<file path="src/rtl/cdb_result_arbiter.sv">
// Write-back arbiter: per-source skid FIFOs drained round-robin onto a
// registered common data bus, one (ROB tag, value) broadcast per cycle.

module cdb_src_fifo #(
    parameter int TAG_W  = 4,
    parameter int DATA_W = 32,
    parameter int DEPTH  = 2
) (
    input  logic              clk_in,
    input  logic              rst_n_in,
    input  logic              clr_in,
    input  logic              push_in,
    input  logic              pop_in,
    input  logic [TAG_W-1:0]  tag_in,
    input  logic [DATA_W-1:0] value_in,
    output logic              nonempty,
    output logic              full,
    output logic [TAG_W-1:0]  head_tag,
    output logic [DATA_W-1:0] head_value
);
    localparam int PTR_W = $clog2(DEPTH);
    localparam int CNT_W = PTR_W + 1;

    logic [DEPTH-1:0][TAG_W-1:0]  tag_mem_q, tag_mem_d;
    logic [DEPTH-1:0][DATA_W-1:0] val_mem_q, val_mem_d;
    logic [PTR_W-1:0]             wr_ptr_q, wr_ptr_d, rd_ptr_q, rd_ptr_d;
    logic [CNT_W-1:0]             count_q, count_d;

    // Pointers wrap naturally since DEPTH is a power of two.
    always_comb begin
        tag_mem_d = tag_mem_q;
        val_mem_d = val_mem_q;
        wr_ptr_d  = wr_ptr_q;
        rd_ptr_d  = rd_ptr_q;
        count_d   = count_q;
        if (clr_in) begin
            wr_ptr_d = '0;
            rd_ptr_d = '0;
            count_d  = '0;
        end else begin
            if (push_in) begin
                tag_mem_d[wr_ptr_q] = tag_in;
                val_mem_d[wr_ptr_q] = value_in;
                wr_ptr_d            = wr_ptr_q + 1'b1;
            end
            if (pop_in) rd_ptr_d = rd_ptr_q + 1'b1;
            count_d = count_q + CNT_W'(push_in) - CNT_W'(pop_in);
        end
    end

    always_ff @(posedge clk_in) begin
        if (!rst_n_in) begin
            wr_ptr_q <= '0;
            rd_ptr_q <= '0;
            count_q  <= '0;
        end else begin
            wr_ptr_q <= wr_ptr_d;
            rd_ptr_q <= rd_ptr_d;
            count_q  <= count_d;
        end
    end

    always_ff @(posedge clk_in) begin
        tag_mem_q <= tag_mem_d;
        val_mem_q <= val_mem_d;
    end

    assign nonempty   = (count_q != '0);
    assign full       = (count_q == CNT_W'(DEPTH));
    assign head_tag   = tag_mem_q[rd_ptr_q];
    assign head_value = val_mem_q[rd_ptr_q];
endmodule

module cdb_result_arbiter #(
    parameter int N_SRC  = 3,
    parameter int TAG_W  = 4,
    parameter int DATA_W = 32,
    parameter int DEPTH  = 2
) (
    input  logic                    clk_in,
    input  logic                    rst_n_in,
    input  logic                    rdy_in,
    input  logic                    flush_in,
    input  logic [N_SRC-1:0]        src_valid,
    input  logic [N_SRC*TAG_W-1:0]  src_tag,
    input  logic [N_SRC*DATA_W-1:0] src_value,
    output logic [N_SRC-1:0]        src_ready,
    output logic                    cdb_valid,
    output logic [TAG_W-1:0]        cdb_tag,
    output logic [DATA_W-1:0]       cdb_value
);
    localparam int RR_W = (N_SRC > 1) ? $clog2(N_SRC) : 1;

    logic [N_SRC-1:0][TAG_W-1:0]  src_tag_a, head_tag;
    logic [N_SRC-1:0][DATA_W-1:0] src_value_a, head_value;
    logic [N_SRC-1:0]             nonempty, full, push, pop;
    logic                         adv, clr, win_vld;
    logic [RR_W-1:0]              win, rr_last_q, rr_last_d;
    logic                         cdb_valid_q, cdb_valid_d;
    logic [TAG_W-1:0]             cdb_tag_q, cdb_tag_d;
    logic [DATA_W-1:0]            cdb_value_q, cdb_value_d;

    assign src_tag_a   = src_tag;
    assign src_value_a = src_value;
    assign adv         = rdy_in && !flush_in;
    assign clr         = rdy_in && flush_in;
    // Ready comes from registered fullness only: a full FIFO never refills in its pop cycle.
    assign src_ready   = {N_SRC{adv}} & ~full;

    always_comb begin
        win_vld = 1'b0;
        win     = rr_last_q;
        for (int k = 1; k <= N_SRC; k++) begin
            if (!win_vld && nonempty[(int'(rr_last_q) + k) % N_SRC]) begin
                win_vld = 1'b1;
                win     = RR_W'((int'(rr_last_q) + k) % N_SRC);
            end
        end
    end

    for (genvar g = 0; g < N_SRC; g++) begin : g_src
        // Tag 0 completes the handshake but is never stored.
        assign push[g] = src_valid[g] && src_ready[g] && (src_tag_a[g] != '0);
        assign pop[g]  = adv && win_vld && (win == RR_W'(g));

        cdb_src_fifo #(.TAG_W(TAG_W), .DATA_W(DATA_W), .DEPTH(DEPTH)) u_fifo (
            .clk_in    (clk_in),
            .rst_n_in  (rst_n_in),
            .clr_in    (clr),
            .push_in   (push[g]),
            .pop_in    (pop[g]),
            .tag_in    (src_tag_a[g]),
            .value_in  (src_value_a[g]),
            .nonempty  (nonempty[g]),
            .full      (full[g]),
            .head_tag  (head_tag[g]),
            .head_value(head_value[g])
        );
    end

    always_comb begin
        rr_last_d   = rr_last_q;
        cdb_valid_d = 1'b0;
        cdb_tag_d   = cdb_tag_q;
        cdb_value_d = cdb_value_q;
        if (adv && win_vld) begin
            cdb_valid_d = 1'b1;
            cdb_tag_d   = head_tag[win];
            cdb_value_d = head_value[win];
            rr_last_d   = win;
        end
    end

    always_ff @(posedge clk_in) begin
        if (!rst_n_in) begin
            rr_last_q   <= RR_W'(N_SRC - 1);
            cdb_valid_q <= 1'b0;
            cdb_tag_q   <= '0;
            cdb_value_q <= '0;
        end else begin
            rr_last_q   <= rr_last_d;
            cdb_valid_q <= cdb_valid_d;
            cdb_tag_q   <= cdb_tag_d;
            cdb_value_q <= cdb_value_d;
        end
    end

    assign cdb_valid = cdb_valid_q;
    assign cdb_tag   = cdb_tag_q;
    assign cdb_value = cdb_value_q;
endmodule
</file>
<file path="config.mk">
export PLATFORM = sky130hd
export DESIGN_NAME = cdb_result_arbiter
export DESIGN_NICKNAME = d
export VERILOG_FILES = /design/src/rtl/cdb_result_arbiter.sv
export SDC_FILE = /design/constraint.sdc
export NUM_CORES = 1
export LEC_CHECK = 0
export ABC_AREA = 1
export ABC_CLOCK_PERIOD_IN_PS = 4200
export CAP_MARGIN = 20
export CELL_PAD_IN_SITES_DETAIL_PLACEMENT = 0
export CELL_PAD_IN_SITES_GLOBAL_PLACEMENT = 1
export CORE_ASPECT_RATIO = 1.5
export CORE_UTILIZATION = 40
export CTS_CLUSTER_DIAMETER = 60
export CTS_CLUSTER_SIZE = 8
export DETAILED_ROUTE_END_ITERATION = 12
export PLACE_DENSITY = 0.84
export SLEW_MARGIN = 10
export SYNTH_ARGS = -nofsm -noshare
export SYNTH_HDL_FRONTEND = slang
export SYNTH_HIERARCHICAL = 1
export SYNTH_SLANG_ARGS = --single-unit
</file>
<file path="constraint.sdc">
create_clock -name clk_in -period 4.2 [get_ports clk_in]
set_input_delay 0.84 -clock clk_in [delete_from_list [all_inputs] [get_ports clk_in]]
set_output_delay 0.84 -clock clk_in [all_outputs]
set_load 0.02 [all_outputs]
</file>
# Yosys cells after proc, flatten, opt, wreduce, memory -nomap -nowiden
# Cells that the tools add are included.
# Widths: inputs -> output; s select.
# op_classes
add_sub_neg	15
div_mod_pow	3
order_cmp	13
eq_ne	5
n_mux	50
bitwise_logic	4
reduce_logical	31
# ops
cell	count
$mux 32	10
$bwmux 64	3
$demux 32 s1	3
$lt 32x4->1 const B	3
$mod 32x3->32 const B	3
$bmux 32 s2	1
$mux 4	10
$bwmux 8	3
$logic_and 1x1->1	17
$demux 4 s1	3
$lt 1x2->1 const B	6
$reduce_bool 4->1	3
$mux 1	10
$bmux 4 s2	1
$eq 2x2->1 const B	4
$add 1x1->1 const B	6
$add 2x1->2	3
$add 2x2->3 const B	2
$bmux 1 s2	3
$mux 2	3
$reduce_and 2->1	3
$reduce_bool 2->1	3
$sub 2x1->2	3
$add 2x1->3 const B	1
other kinds (9)	14
# totals
reg_bits	267
in_bits	115
out_inout_bits	40
elab_cells	146

# Logic depth before layout (Yosys ltp)
# Gate-level depths: netlist (run 1).
# logic_depth
ltp_word	15
depth_mapped	23
mapped_depth_nobuf	21

# By module
# The synthesis (run 1) kept the hierarchy.
# by_module_without_submodules
module	n_inst	cells_each	area_each_um2	seq_area_each_um2
cdb_src_fifo	3	142	2965.3	2242.2
cdb_result_arbiter	1	548	3075.4	780.7

# Least setup slack after synthesis (run 1)
# OpenSTA, ideal clock, no wires.
# synth_path
path_kind	input to register
startpoint	in rdy_in
endpoint	reg g_src[0].u_fifo/tag_mem_q[0] (netlist name), enable pin
setup_ns	0.474
t_arrival_ns	4.257
required_ns	3.726
setup_slack_ns	-0.531
cell_stages	8
n_path_buf	0
path_cell_list	inv_1 -> nor2_1 -> inv_1 -> nor2_1 -> nand2_1 -> nor2_1 -> inv_1 -> nor3_1
# synth_via
elab_chain_cells	5
word_cells_on_any_way	7
classes_between	bitwise: 2; reduce/logical: 5
# synth_lines
item	line	text
start, declared	82	input logic rdy_in,
$logic_and 1x1->1	105	assign adv = rdy_in && !flush_in;
$and 3x3->3	108	assign src_ready = {N_SRC{adv}} & ~full;
via src_ready[0]	87	output logic [N_SRC-1:0] src_ready,
$logic_and 1x1->1 (2 in series)	123	assign push[g] = src_valid[g] && src_ready[g] && (src_tag_a[g] != '0);
via push[0]	96	logic [N_SRC-1:0] nonempty, full, push, pop;
$reduce_and 2->1 (no source line)	-	
end signal, assigned	64	tag_mem_q <= tag_mem_d;
end, declared	24	logic [DEPTH-1:0][TAG_W-1:0] tag_mem_q, tag_mem_d;
# The timed path passes the listed nets, and every way through them passes these cells.
# A chain may end at the register's enable or synchronous reset.

# Worst setup path after layout (run 1)
# layout_path
startpoint	reg rr_last_q[0]
endpoint	reg g_src[1].u_fifo.count_q[1]
# layout_via
elab_chain_cells	15
word_cells_on_any_way	29
classes_between	add/sub: 4; div: 3; eq/ne: 1; mux: 15; reduce/logical: 6
# layout_lines
item	line	text
start, declared	98	logic [RR_W-1:0] win, rr_last_q, rr_last_d;
start signal, assigned	156	rr_last_q <= RR_W'(N_SRC - 1);
start signal, assigned	161	rr_last_q <= rr_last_d;
$add 2x1->3	114, 116	
$mod 32x3->32	114, 116	
$bmux 1 s2	114	if (!win_vld && nonempty[(int'(rr_last_q) + k) % N_SRC]) begin
$mux 1 (not written as such) (2 in series)	114	
$mux 1	114	
$logic_not 1->1	114	
$logic_and 1x1->1	114	
$mux 1	114	
$logic_not 1->1	114	
$logic_and 1x1->1	114	
$mux 2 or $mux 1 (tied branches)	114	
$eq 2x1->1 or $logic_and 1x1->1 (tied branches)	124	assign pop[g] = adv && win_vld && (win == RR_W'(g));
$logic_and 1x1->1 (*)	124	
via pop[1]	96	
$sub 2x1->2 (*)	47	count_d = count_q + CNT_W'(push_in) - CNT_W'(pop_in);
end signal, assigned	59	count_q <= count_d;
end, declared	27	logic [CNT_W-1:0] count_q, count_d;
# The timed path passes the listed nets; every way through them passes the cells marked *. The select of a mux whose other input is x is not followed.

==> impl_metrics.py, run 1 <==
metrics = {
    "route": {
        "wl_per_cell_um": 17.1,
        "drt-vias-per-instance": 4.73,
        "drt_iter0_markers": 505,
        "final_antenna_net_count": 0,
        "totalWireLength_um": 26700,
        "route.detailed.drc": 0,
        "firstDrtPassIters": 5,
        "vias": 7367,
    },
    "cts": {
        "path_clk_slew_ns": 0.05,
        "worstSkewPairLatency_ns": 0.53,
        "post_cts_buffers": 0,
        "cts_buffers": 39,
        "holdBufCountCts": 0,
        "cts_tree": "yes",
        "clock_path_buffers": 3,
        "cts.sinks": 267,
        "htree_levels": 2,
        "cts_resized": 0,
        "root_buffer": "clkbuf_16",
    },
    "layout": {
        "final_area_um2": 14900,
        "fin_nets": 1266,
        "finish.utilization": 0.505,
        "area_growth_pct": 24.4,
        "final_cells": 1558,
        "drive_above_1_share": 0.171,
        "diodes": 0,
    },
    "global_route": {
        "grt_pass1_wl_um": 40700,
        "grt_max_degree": 43,
        "track_usage": 0.178,
        "grt_remaining_overflow": 0,
        "grt_pass1_vias": 7582,
        "antenna_found_initial": 0,
    },
    "timing": {
        "setup_viol_count_final": 0,
        "tightest_slew_ns": 0.781,
        "maxSlewHeadroom": 0.478,
        "grt_setup_unrepaired": "false",
        "hold_violations": 0,
        "fmax_mhz": 277,
        "hold_slack_ns": 0.529,
        "finalCriticalPeriod_ns": 3.61,
        "setup_tns_ns": 0,
        "finalMaxSlewViolations": 0,
        "finClkSkew_ns": 0.0160,
        "period_share": 0.859,
    },
    "die": {
        "io_pins": 155,
        "die_x_um": 143,
        "core.rowCount": 77,
        "die_area_um2": 30600,
        "core_area_um2": 29500,
        "initial_utilization": 0.406,
        "die_y_um": 214,
    },
    "logic_synthesis": {
        "netlist_instances": 974,
        "syn_area_um2": 12000,
        "async_flop_share": 0,
        "synth_ff_type": "edfxtp_1",
        "yosys-top-cells-area": "edfxtp_1 54%, mux2_4 11%, dfxtp_1 8.5%",
        "yosys_warnings": 6,
        "seq_area_frac_synth": 0.627,
        "synth_edf_count": 216,
        "synthXorXnorAreaFrac": 0.00219,
        "synth_nets": 1099,
        "synth.mux.area_fraction": 0.129,
        "synth_top_area_cell": "edfxtp_1",
        "synth_compound_area_frac": 0.0305,
        "synth.distinct_cells": 36,
        "synth.avg_cell_area_um2": 12.3,
        "synthAdderAreaFrac": 0.0105,
        "yosys.area_share.simple": 0.140,
        "synth_top_family_by_area": "simple AND/OR/NAND/NOR gates",
        "synth_top_cell_area_share": 0.542,
        "ys_seq_elements": 267,
    },
    "min_path": {
        "hp-class": "reg -> reg",
    },
    "placement": {
        "io_buffers": 154,
        "dp_cells": 1495,
        "gp_congestion": 0.843,
        "placed_area_um2": 13800,
        "hpwlAfterDp_um": 18700,
    },
    "pwr": {
        "p_leak_nw": 5.94,
        "power_density_nw_per_um2": 616,
        "peakVddDrop_mv": 0.332,
    },
    "setup_path": {
        "cp_max_fo": 27,
        "end_kind": "flip-flop",
        "start_kind": "flip-flop",
        "critPathKind": "reg -> reg",
        "cp.required_ns": 4.61,
        "crit_arrival_ns": 4.02,
    },
    "outcome": {
        "status": "completed",
    },
    "flow_run": {
        "cap_violations": 0,
    },
}
[cell usage after synthesis (3+ instances only)]
library cell,n
buf_6,7
nor2_1,19
nor3_2,3
mux2_4,87
or2_1,5
nand2_4,4
inv_2,7
nand2_1,255
xnor2_1,3
buf_2,6
inv_1,90
nand3_1,69
nor4_1,3
ha_1,10
dfxtp_1,51
nor3b_1,3
clkbuf_1,14
a21oi_1,50
mux2_2,21
buf_12,9
nor3_1,7
edfxtp_1,216
o21ai_0,14
nand2_2,3
[cell families (layout without fill, tap and decap cells)]
group | Yosys count | after routing
fa+ha+maj | 10 | 10
simple gates | 379 | 379
mux | 108 | 108
xor+xnor | 3 | 3
compound gates | 69 | 69
buf+inv | 138 | 327
flops | 267 | 267
[power breakdown]
group          internal, mW  total, mW  switching (mW)
Combinational          1.11       3.07            1.96
Clock                  1.78       2.87            1.09
Sequential             3.06       3.23           0.170
Total                  5.96       9.18            3.22
[final timing paths]
check,from,to,slack (ns),cells past startpoint
worst max-delay path,rr_last_q[0]$_SDFFE_PN0P_,g_src[1].u_fifo/count_q[1]$_SDFF_PP0_,0.59,18
worst min-delay path,g_src[1].u_fifo/wr_ptr_q$_SDFFE_PP0P_,g_src[1].u_fifo/wr_ptr_q$_SDFFE_PP0P_,0.53,2
worst max register to register,rr_last_q[0]$_SDFFE_PN0P_,g_src[1].u_fifo/count_q[1]$_SDFF_PP0_,0.59,18
worst min register to register,g_src[1].u_fifo/wr_ptr_q$_SDFFE_PP0P_,g_src[1].u_fifo/wr_ptr_q$_SDFFE_PP0P_,0.53,2
[worst max-delay path: stages, from the launching register on]
cell,delay (ns)
dfxtp_1,0.39
inv_1,0.10
ha_1,0.45
inv_2,0.11
nand2_1,0.09
nand3_2,0.10
nand2_4,0.14
nand2_2,0.07
o21ai_4,0.61
inv_4,0.25
nand2_4,0.24
nor2_1,0.10
ha_1,0.30
inv_1,0.04
ha_1,0.18
inv_1,0.05
nand2_1,0.06
a21oi_1,0.16
nor2_1,0.06
[layout make-up]
class / instances / area, um2
Fill cell: 2610 / 14600
Sequential cell: 267 / 7510
Multi-Input combinational cell: 569 / 3760
Timing Repair Buffer: 166 / 1630
Clock buffer: 61 / 1100
Tap cell: 395 / 494
Inverter: 98 / 370
Clock inverter: 2 / 26.3
[sequential cells by signal, indices dropped and copies added (netlist names)]
| register | cells |
|---|---|
| cdb_tag | 4 |
| cdb_valid | 1 |
| cdb_value | 32 |
| g_src.u_fifo/count_q | 6 |
| g_src.u_fifo/rd_ptr_q | 3 |
| g_src.u_fifo/tag_mem_q | 24 |
| g_src.u_fifo/val_mem_q | 192 |
| g_src.u_fifo/wr_ptr_q | 3 |
| rr_last_q | 2 |
[cells in the final DEF, fill, tap and decap left out]
cell type,Yosys,routed
or2_1,5,5
o21ai_0,14,14
o21ai_2,1,1
nor3_2,3,9
nand2_1,255,255
nor3b_1,3,3
clkdlybuf4s50_1,0,154
nand3_2,2,2
nand3b_1,1,1
nor4_1,3,3
inv_4,1,2
nor2_1,19,19
o21ai_1,1,1
inv_16,0,1
mux2_2,21,21
nand3_4,2,2
inv_1,90,90
edfxtp_1,216,216
nand3_1,69,69
xnor2_1,3,3
dfxtp_2,0,3
clkbuf_16,0,41
mux2_4,87,87
o21ai_4,1,1
or2_2,2,2
clkbuf_1,14,20
nor3_1,7,1
buf_4,2,12
o211ai_1,2,2
ha_1,10,10
dfxtp_1,51,48
nand2_4,4,4
inv_2,7,7
nor2_8,1,1
nand2_2,3,3
a21oi_1,50,50
[through the flow]
stage,total power [mW],worst slack (ns)
6_report,9.18,0.592
5_1_grt,9.70,0.236
4_1_cts,9.25,0.630
3_5_place_dp,6.36,0.661
3_3_place_gp,6.34,0.709
2_1_floorplan,5.49,-0.531
[per-layer routing]
layer / wire length (um) / track usage
met1: 11100 / 0.210
met2: 13400 / 0.310
met3: 1250 / 0.0339
met4: 978 / 0.0855
met5: 0 / 0
No activity file was read; power rests on OpenSTA's default activity.
==> run 2, diff against run 1 <==
--- a/config.mk
+++ b/config.mk
@@ -5,7 +5,6 @@
 export SDC_FILE = /design/constraint.sdc
 export NUM_CORES = 1
 export LEC_CHECK = 0
-export ABC_AREA = 1
 export ABC_CLOCK_PERIOD_IN_PS = 4200
 export CAP_MARGIN = 20
 export CELL_PAD_IN_SITES_DETAIL_PLACEMENT = 0
@@ -13,9 +12,9 @@
 export CORE_ASPECT_RATIO = 1.5
 export CORE_UTILIZATION = 40
 export CTS_CLUSTER_DIAMETER = 60
-export CTS_CLUSTER_SIZE = 8
+export CTS_CLUSTER_SIZE = 40
 export DETAILED_ROUTE_END_ITERATION = 12
-export PLACE_DENSITY = 0.84
+export PLACE_DENSITY = 0.82
 export SLEW_MARGIN = 10
 export SYNTH_ARGS = -nofsm -noshare
 export SYNTH_HDL_FRONTEND = slang
==> run 2 against run 1 <==
  * Synthesized cell count shrank 31%
  * Cell area fell by 7.4%
  * Area after synthesis down 4.3%
  * Critical endpoint unchanged
  * Clock power fell by 41%
  * Sequential power decreased by 7.4%
  * First-iteration DRC count down 9.1%
  * Largest power group unchanged
  * Critical path depth shrank 6
==> impl_metrics.py, run 2 <==
metrics = {
    "setup_path": {
        "crit_arrival_ns": 3.59,
        "rr_worst_depth": 12,
        "cp_common_cell": "ha_1",
        "start_kind": "flip-flop",
        "cp.depth": 12,
        "end_kind": "flip-flop",
        "cp.required_ns": 4.63,
        "cp_max_fo": 11,
        "critPathKind": "reg -> reg",
        "crit_chain": "inv_1, ha_1, nand2_1, o22ai_2, nor3_1, a311o_2, nor3_1, ha_1, inv_1, ha_1, xnor3_1, nor2_1",
        "critPathBufInv": 2,
        "slowest_stage": "ha_1",
        "cp_top_family": "adder cells",
        "cp_slowest_stage_delay_ns": 0.55,
    },
    "timing": {
        "period_share": 0.752,
        "maxSlewHeadroom": 0.360,
        "setup_viol_count_final": 0,
        "hold_violations": 0,
        "fmax_mhz": 317,
        "tightest_slew_ns": 0.957,
        "grt_setup_unrepaired": "false",
        "finClkSkew_ns": 0.0255,
        "finalMaxSlewViolations": 0,
        "setup_tns_ns": 0,
        "finalCriticalPeriod_ns": 3.16,
    },
    "logic_synthesis": {
        "synth_top_area_cell": "edfxtp_1",
        "synth_top_cell_area_share": 0.566,
        "ys_top_cells_by_count": "216 x edfxtp_1, 87 x mux2_4, 51 x dfxtp_1, 49 x inv_1, 41 x nand2_1",
        "synth_nets": 795,
        "async_flop_share": 0,
        "ys_seq_elements": 267,
        "synth_ff_type": "edfxtp_1",
        "yosys_warnings": 6,
        "synth.most_common_cell": "edfxtp_1",
        "synth_edf_count": 216,
        "syn_area_um2": 11500,
        "synth.distinct_cells": 48,
        "netlist_instances": 670,
        "yosys-top-cells-area": "edfxtp_1 57%, mux2_4 11%, dfxtp_1 8.9%",
        "synth.avg_cell_area_um2": 17.1,
        "seq_area_frac_synth": 0.655,
    },
    "pwr": {
        "power_density_nw_per_um2": 391,
        "power.share.clock": 0.311,
        "peakVddDrop_mv": 0.255,
        "switchingPower_mw": 1.36,
        "switching_share": 0.252,
        "internal_power_mw": 4.04,
        "p_seq_frac": 0.553,
        "power_frac_comb": 0.136,
        "p_leak_nw": 5.03,
    },
    "route": {
        "totalWireLength_um": 24100,
        "drt-vias-per-instance": 5.10,
        "firstDrtPassIters": 4,
        "drt_iter0_markers": 459,
        "route.detailed.drc": 0,
        "final_antenna_net_count": 0,
        "vias": 6019,
        "wl_per_cell_um": 20.4,
    },
    "layout": {
        "fin_nets": 951,
        "multi_input_area_um2": 3440,
        "area_growth_pct": 20.4,
        "largest_register": "g_src.u_fifo/val_mem_q",
        "final_cells": 1181,
        "final_area_um2": 13800,
        "layout_common_cells": "216 x edfxtp_1, 154 x clkdlybuf4s50_1, 87 x mux2_4",
        "largest_reg_flops": 192,
        "drive_above_1_share": 0.242,
        "final_common_cell": "edfxtp_1",
        "fillers": 2293,
        "seq_area_um2": 7510,
    },
    "cts": {
        "cts_buffers": 14,
        "cts.sinks": 267,
        "clock_path_buffers": 3,
        "holdBufCountCts": 0,
        "cts_tree": "yes",
        "post_cts_buffers": 0,
        "htree_levels": 1,
        "worstSkewPairLatency_ns": 0.50,
        "path_clk_slew_ns": 0.11,
        "cts_resized": 0,
        "root_buffer": "clkbuf_16",
    },
    "global_route": {
        "grt_remaining_overflow": 0,
        "grt_pass1_wl_um": 36100,
        "grt_pass1_vias": 6221,
        "track_usage": 0.164,
        "grt_max_degree": 39,
        "antenna_found_initial": 1,
    },
    "outcome": {
        "status": "completed",
    },
    "placement": {
        "io_buffers": 154,
        "hpwlAfterDp_um": 16600,
        "dp_cells": 1156,
        "placed_area_um2": 13300,
        "gp_congestion": 0.756,
    },
    "die": {
        "die_x_um": 140,
        "die_area_um2": 29300,
        "initial_utilization": 0.408,
        "die_y_um": 209,
        "io_pins": 155,
        "core.rowCount": 75,
        "core_area_um2": 28100,
    },
    "min_path": {
        "hp-class": "reg -> reg",
        "min_path_cells": 2,
    },
    "flow_run": {
        "cap_violations": 0,
    },
}
[run 2: power by group through the flow]
stage | Sequential [mW] | Combinational (mW) | Clock, mW
6_report | 2.99 | 0.736 | 1.68
5_1_grt | 3.00 | 0.787 | 1.80
4_1_cts | 2.99 | 0.746 | 1.71
3_5_place_dp | 3.05 | 0.744 | 0
3_3_place_gp | 3.05 | 0.737 | 0
2_1_floorplan | 3.06 | 0.454 | 0
[run 2: worst reg2reg max path, stage by stage, from the launching register on]
cell and delay (ns):
dfxtp_1 0.42, inv_1 0.10, ha_1 0.55, nand2_1 0.15
o22ai_2 0.19, nor3_1 0.08, a311o_2 0.42, nor3_1 0.39
ha_1 0.30, inv_1 0.06, ha_1 0.14, xnor3_1 0.20
nor2_1 0.09
[run 2: path summary, 6_finish.rpt]
kind	slack, ns	start	end
worst max-delay path	1.04	rr_last_q[0]$_SDFFE_PN0P_	g_src[1].u_fifo/count_q[1]$_SDFF_PP0_
worst min-delay path	0.49	cdb_value[29]$_SDFFE_PN0P_	cdb_value[29]$_SDFFE_PN0P_
worst max register to register	1.04	rr_last_q[0]$_SDFFE_PN0P_	g_src[1].u_fifo/count_q[1]$_SDFF_PP0_
worst min register to register	0.49	cdb_value[29]$_SDFFE_PN0P_	cdb_value[29]$_SDFFE_PN0P_
[run 2: per-layer routing]
metal | track usage | routed length [um]
met5 | 0 | 0
met4 | 0.0455 | 508
met3 | 0.0157 | 1060
met2 | 0.307 | 12900
met1 | 0.199 | 9580
[run 2: cell type report]
type                            count  area share
Antenna cell                        1    0.000181
Clock buffer                       15      0.0272
Clock inverter                      9      0.0120
Inverter                           49      0.0133
Multi-Input combinational cell    326       0.249
Sequential cell                   267       0.544
Tap cell                          346      0.0314
Timing Repair Buffer              168       0.122
[run 2: through the flow]
stage	setup slack [ns]	power, mW	hold WS, ns	util
after floorplan	0.857	3.52	0.518	-
after global placement	1.02	3.78	0.452	0.472
after detailed placement	1.00	3.79	0.458	0.472
after CTS	1.02	5.45	0.494	0.492
after global routing	0.796	5.58	0.517	0.492
final	1.04	5.40	0.485	0.492
[run 2: cells by family after synthesis]
group | count (synthesis) | synth area share
mux | 149 | 0.172
xor+xnor | 9 | 0.0105
fa+ha+maj | 10 | 0.0109
simple gates | 97 | 0.0418
flops | 267 | 0.655
buf+inv | 77 | 0.0495
compound gates | 61 | 0.0600
